File: config.mk
export PLATFORM = sky130hd
export DESIGN_NAME = bubsys_ioctl_uploader
export DESIGN_NICKNAME = d
export VERILOG_FILES = /design/src/rtl/bubsys_ioctl_uploader.sv
export SDC_FILE = /design/constraint.sdc
export NUM_CORES = 1
export LEC_CHECK = 0
export BUFFER_PORTS_ARGS = -buffer_cell sky130_fd_sc_hd__buf_2
export CAP_MARGIN = 0
export CORE_MARGIN = 1
export CORE_UTILIZATION = 41
export DETAILED_ROUTE_END_ITERATION = 8
export GPL_TIMING_DRIVEN = 1
export PLACE_DENSITY = 0.74
export SLEW_MARGIN = 10
export SYNTH_ARGS = -nofsm -noshare
export SYNTH_HDL_FRONTEND = slang
export SYNTH_SLANG_ARGS = --single-unit
File: constraint.sdc
create_clock -name i_EMU_MCLK -period 2.75 [get_ports i_EMU_MCLK]
set_input_delay 0.4125 -clock i_EMU_MCLK [delete_from_list [all_inputs] [get_ports i_EMU_MCLK]]
set_output_delay 0.4125 -clock i_EMU_MCLK [all_outputs]
set_load 0.01 [all_outputs]
File: src/rtl/bubsys_ioctl_uploader.sv
// Serves HPS ioctl upload byte reads from a 16-bit request/ack memory port.
// Holds one fetched word as a cache and stalls the HPS while a fetch is outstanding.
module bubsys_ioctl_uploader #(
  parameter logic [15:0] UPLOAD_INDEX = 16'd2,
  parameter int unsigned AW           = 17,
  parameter logic [31:0] SIZE_BYTES   = 32'h0004_0000,
  parameter logic [15:0] TIMEOUT      = 16'd1023
) (
  input  logic          i_EMU_MCLK,
  input  logic          i_EMU_INITRST,
  input  logic          ioctl_upload,
  input  logic [15:0]   ioctl_index,
  input  logic [26:0]   ioctl_addr,
  input  logic          ioctl_rd,
  output logic [7:0]    ioctl_din,
  output logic          ioctl_wait,
  output logic [AW-1:0] o_MEM_ADDR,
  output logic          o_MEM_RQ,
  input  logic          i_MEM_ACK,
  input  logic [15:0]   i_MEM_DATA,
  output logic          o_ACTIVE,
  output logic          o_ERR
);

  typedef enum logic {IDLE, FETCH} state_t;

  state_t        state_q, state_d;
  logic [15:0]   timer_q, timer_d;
  logic [7:0]    din_q, din_d;
  logic          wait_q, wait_d;
  logic          rq_q, rq_d;
  logic [AW-1:0] addr_q, addr_d;
  logic          active_q;
  logic          err_q, err_d;
  logic [15:0]   cache_q, cache_d;
  logic [AW-1:0] tag_q, tag_d;
  logic          valid_q, valid_d;
  logic          bsel_q, bsel_d;

  logic          sel;
  logic          sel_rise;
  logic [AW-1:0] word;
  logic          oob;
  logic          hit;

  // Session decode and request classification
  always_comb begin
    sel      = ioctl_upload && (ioctl_index == UPLOAD_INDEX);
    sel_rise = sel && !active_q;
    word     = ioctl_addr[AW:1];
    oob      = {5'd0, ioctl_addr} >= SIZE_BYTES;
    hit      = valid_q && !sel_rise && (tag_q == word);
  end

  // Next-state and next-output logic
  always_comb begin
    state_d = state_q;
    timer_d = timer_q;
    din_d   = din_q;
    wait_d  = wait_q;
    rq_d    = rq_q;
    addr_d  = addr_q;
    err_d   = err_q;
    cache_d = cache_q;
    tag_d   = tag_q;
    valid_d = valid_q;
    bsel_d  = bsel_q;

    if (sel_rise) begin
      valid_d = 1'b0;
      err_d   = 1'b0;
    end

    case (state_q)
      IDLE: begin
        if (ioctl_rd && sel) begin
          if (oob) begin
            din_d = 8'hFF;
          end else if (hit) begin
            din_d = ioctl_addr[0] ? cache_q[7:0] : cache_q[15:8];
          end else begin
            wait_d  = 1'b1;
            rq_d    = 1'b1;
            addr_d  = word;
            bsel_d  = ioctl_addr[0];
            timer_d = 16'd0;
            state_d = FETCH;
          end
        end
      end
      FETCH: begin
        if (!sel) begin
          // Session ended under us: drop the request, keep the last byte
          rq_d    = 1'b0;
          wait_d  = 1'b0;
          valid_d = 1'b0;
          state_d = IDLE;
        end else if (i_MEM_ACK) begin
          cache_d = i_MEM_DATA;
          tag_d   = addr_q;
          valid_d = 1'b1;
          din_d   = bsel_q ? i_MEM_DATA[7:0] : i_MEM_DATA[15:8];
          rq_d    = 1'b0;
          wait_d  = 1'b0;
          state_d = IDLE;
        end else if (timer_q == TIMEOUT) begin
          din_d   = 8'hFF;
          err_d   = 1'b1;
          rq_d    = 1'b0;
          wait_d  = 1'b0;
          valid_d = 1'b0;
          state_d = IDLE;
        end else begin
          timer_d = timer_q + 16'd1;
        end
      end
      default: state_d = IDLE;
    endcase
  end

  // State and output registers
  always_ff @(posedge i_EMU_MCLK or posedge i_EMU_INITRST) begin
    if (i_EMU_INITRST) begin
      state_q  <= IDLE;
      timer_q  <= 16'd0;
      din_q    <= 8'hFF;
      wait_q   <= 1'b0;
      rq_q     <= 1'b0;
      addr_q   <= '0;
      active_q <= 1'b0;
      err_q    <= 1'b0;
      cache_q  <= 16'd0;
      tag_q    <= '0;
      valid_q  <= 1'b0;
      bsel_q   <= 1'b0;
    end else begin
      state_q  <= state_d;
      timer_q  <= timer_d;
      din_q    <= din_d;
      wait_q   <= wait_d;
      rq_q     <= rq_d;
      addr_q   <= addr_d;
      active_q <= sel;
      err_q    <= err_d;
      cache_q  <= cache_d;
      tag_q    <= tag_d;
      valid_q  <= valid_d;
      bsel_q   <= bsel_d;
    end
  end

  assign ioctl_din  = din_q;
  assign ioctl_wait = wait_q;
  assign o_MEM_RQ   = rq_q;
  assign o_MEM_ADDR = addr_q;
  assign o_ACTIVE   = active_q;
  assign o_ERR      = err_q;

endmodule
==> run metrics <==
status finished, final reports clean; DR DRC count 0; total number of vias 2828; hold crit path type in2async; Req. time, crit path 3.02 ns; worst setup path end ioctl_din[7]$_DFFE_PP1P_; crit end category flip-flop; Mapped Nets 385; worst path bufs/invs 1; ys flop type dfrtp_1; antenna violations before repair 0; setup bufs post-CTS 0; I/O pins 93; Routed WL 8220 microns; die height 99.0 microns; Final GP Congestion 0.799; CP Launch Point tag_q[1]$_DFFE_PP0P_; setup TNS 0 ns; Levels on crit path 7; Setup Skew 0.0136 ns; vias per inst 5.29; switching share of power 23.1%; Setup violations, final 0; Comb pwr share 4.8%; r2r startpoint tag_q[1]$_DFFE_PP0P_; Critical Path AT 2.79 ns; post-synthesis sequential area ratio 52.1%; Final Hold Violating Endpoints 0; Design Power 2140 uW; Static Leak 0.00228 uW; max_cap viols 0; clock root buffer clkbuf_8; core area 0.00920 sq mm; Clk pwr share 40.2%; dpl hpwl 5920 microns; Worst-path clk slew 0.08 ns; CTS H-tree depth 3; Post-Synthesis Cells 320; Final #Nets 484; FMAX 0.398 GHz; Initial Utilization 42.0%; synthesized area 0.00386 sq mm; post-cts hold buffer count 0; minimum clock period 2.51 ns; 1st-iter DRT viols 154; Area contributors post-synth dfrtp_1 47%, mux2_2 17%, dfstp_2 5.4%; Cell Area, Placed 0.00450 sq mm; number of global-route vias before repair 2884; CP Max Fanout 8; Final Cell Area 0.00470 sq mm; ant diodes 0; # rows 35; worst-path cell chain xor2_1, nor4_1, nand4_1, or4_1, a2111oi_4, buf_4, mux2_2; post-route ant nets 0; RR Endpoint ioctl_din[7]$_DFFE_PP1P_; largest net degree at the start of global routing 59; maximum VDD drop 339 uV; share of post-route cells with drive strength above 1 44.8%; Startpoint Class flip-flop; post-detailed-route wirelength per cell 15.4 microns; number of flops mapped to enable cells by yosys 0; worst rel slew slack 35.9%; post_cts resized 0; cell family with most CP delay simple AND/OR/NAND/NOR gates; Register-to-Register Path Depth 7; share of power burned in registers 54.9%; Overflow after GRT 0; Cell variety after synth 44; Reg2Reg Setup Slack 0.24 ns; CTS tree yes; number of synthesized register bits 80; synth warn 0; Area Growth Syn to Fin 21.7%; Die Outline Area 0.00981 sq mm; deepest clock path buffer count 2; power per cell area 455 mW/mm^2; total CTS buffers 9; Detailed Routing Iterations Pass 1 4; clock sink count 80; first-pass GRT wire length 13800 microns; Slowest-stage cell, CP or4_1; Buffers on Ports 92; Max stage delay on crit path 0.50 ns; Worst Tran Pin Value 0.960 ns; Psw 494 uW; post-layout util 51.1%; die width 99.0 microns; clk_lat worst skew 0.35 ns; Yosys top cell area share 46.7%; Mean Syn Cell Area 12.1 sq um; Post-synth ARST share 100%; Filler cells 803; Power Internal 1650 uW; CP Class reg2reg; period utilization 91.4%; Slew Limit Fails 0; unrepaired setup endpoints after global routing no; Total GRT Usage 18.1%; largest area contributor in the synthesized netlist dfrtp_1
[state kept, by name, indices dropped and copies added, names as in the netlist]
register    flops
bsel_q          1
cache_q        16
ioctl_din       8
o_ACTIVE        1
o_ERR           1
o_MEM_ADDR     17
o_MEM_RQ        1
state_q         1
tag_q          17
timer_q        16
valid_q         1
[cell type report]
type,count,area (sq um),area share (%)
well taps,111,139,2.95
flip-flops and latches,80,2010,42.8
clock buffers,10,128,2.71
repair buffers,103,568,12.1
clock inverters,6,68.8,1.46
multi-input cells,212,1740,36.9
inverters,13,50.0,1.06
[cell usage in the layout (no fill, tap or decap), types with 3 or more instances in the layout]
cell        netlist  routed
a31oi_1           4       4
buf_4             1       9
a21boi_0          3       3
o21ai_0          10      10
clkinvlp_4        0       4
a2bb2oi_1         3       3
or3_1             8       8
dfstp_2           8       8
or4_1             5       5
nor2_1           12      12
dfrtp_1          72      72
mux2_2           59      59
nor3_1            3       3
nand2_1           9       9
nand4_1           7       7
xnor2_1          13      13
a21oi_1           3       3
inv_1            13      12
nor4_1            5       5
mux2i_1          17      17
buf_2             4      92
clkbuf_8          0       9
nand3_1          13      13
a22oi_1           8       8
xor2_1            4       4
o211ai_1          4       4
[layer usage]
| layer | part of all wire, % | global-route usage (%) |
|---|---|---|
| met1 | 44 | 23.8 |
| met4 | 1.9 | 7.00 |
| met2 | 48 | 28.6 |
| met3 | 6.0 | 4.89 |
| met5 | 0 | 0 |
[power groups by stage]
stage          Combinational, uW  Clock [uW]  Sequential [uW]
2_1_floorplan               41.0           0             1200
3_3_place_gp                 104           0             1200
3_5_place_dp                 106           0             1200
4_1_cts                      107         887             1180
5_1_grt                      117         939             1180
6_report                     104         861             1180
[logic make-up after synthesis]
| family | count (synthesis) | synth area share [%] |
|---|---|---|
| compound gates | 43 | 8.13 |
| xor+xnor | 17 | 3.86 |
| fa+ha+maj | 1 | 0.324 |
| buf+inv | 28 | 2.95 |
| flops | 80 | 52.1 |
| mux | 76 | 21.6 |
| simple gates | 75 | 11.0 |
[synth_stat cells (all sizes together) (2+ instances only)]
master / n
nor4: 6
a2bb2oi: 3
nand4: 8
nand3: 13
o211ai: 4
buf: 8
a22oi: 8
or4: 5
nand2b: 2
or3: 8
clkbuf: 7
xnor2: 13
mux2i: 17
a31oi: 4
dfrtp: 72
and3: 2
mux2: 59
inv: 13
a21oi: 3
and2: 2
a21boi: 3
nor3: 3
dfstp: 8
nand2: 9
xor2: 4
nor2: 12
nand3b: 2
o21ai: 10
[worst min-delay path by stage]
| stage | from | endpoint | slack, ns | depth (start not counted) |
|---|---|---|---|---|
| after global placement | valid_q$_DFF_PP0_ | valid_q$_DFF_PP0_ | 0.46 | 1 |
| after detailed placement | valid_q$_DFF_PP0_ | valid_q$_DFF_PP0_ | 0.47 | 1 |
| final | i_EMU_INITRST | o_MEM_ADDR[9]$_DFFE_PP0P_ | 0.25 | 2 |
| after global routing | i_MEM_DATA[1] | cache_q[1]$_DFFE_PP0P_ | 0.29 | 2 |
| after CTS | i_EMU_INITRST | timer_q[1]$_DFFE_PP0P_ | 0.28 | 2 |
| after floorplan | valid_q$_DFF_PP0_ | valid_q$_DFF_PP0_ | 0.45 | 1 |
[through the flow]
step / hold WS (ns) / setup WS, ns / std cells
final: 0.252 / 0.236 / 535
after CTS: 0.282 / 0.196 / 535
after global placement: 0.462 / 0.117 / 519
after detailed placement: 0.469 / 0.0801 / 519
after floorplan: 0.450 / 0.299 / 320
after global routing: 0.292 / 0.0971 / 535
[worst register-to-register path: stages (launching register included)]
cell and delay (ns):
dfrtp_1 0.39, xor2_1 0.17, nor4_1 0.30, nand4_1 0.13, or4_1 0.50, a2111oi_4 0.38, buf_4 0.23, mux2_2 0.35
No activity file was read; power rests on OpenSTA's default activity.
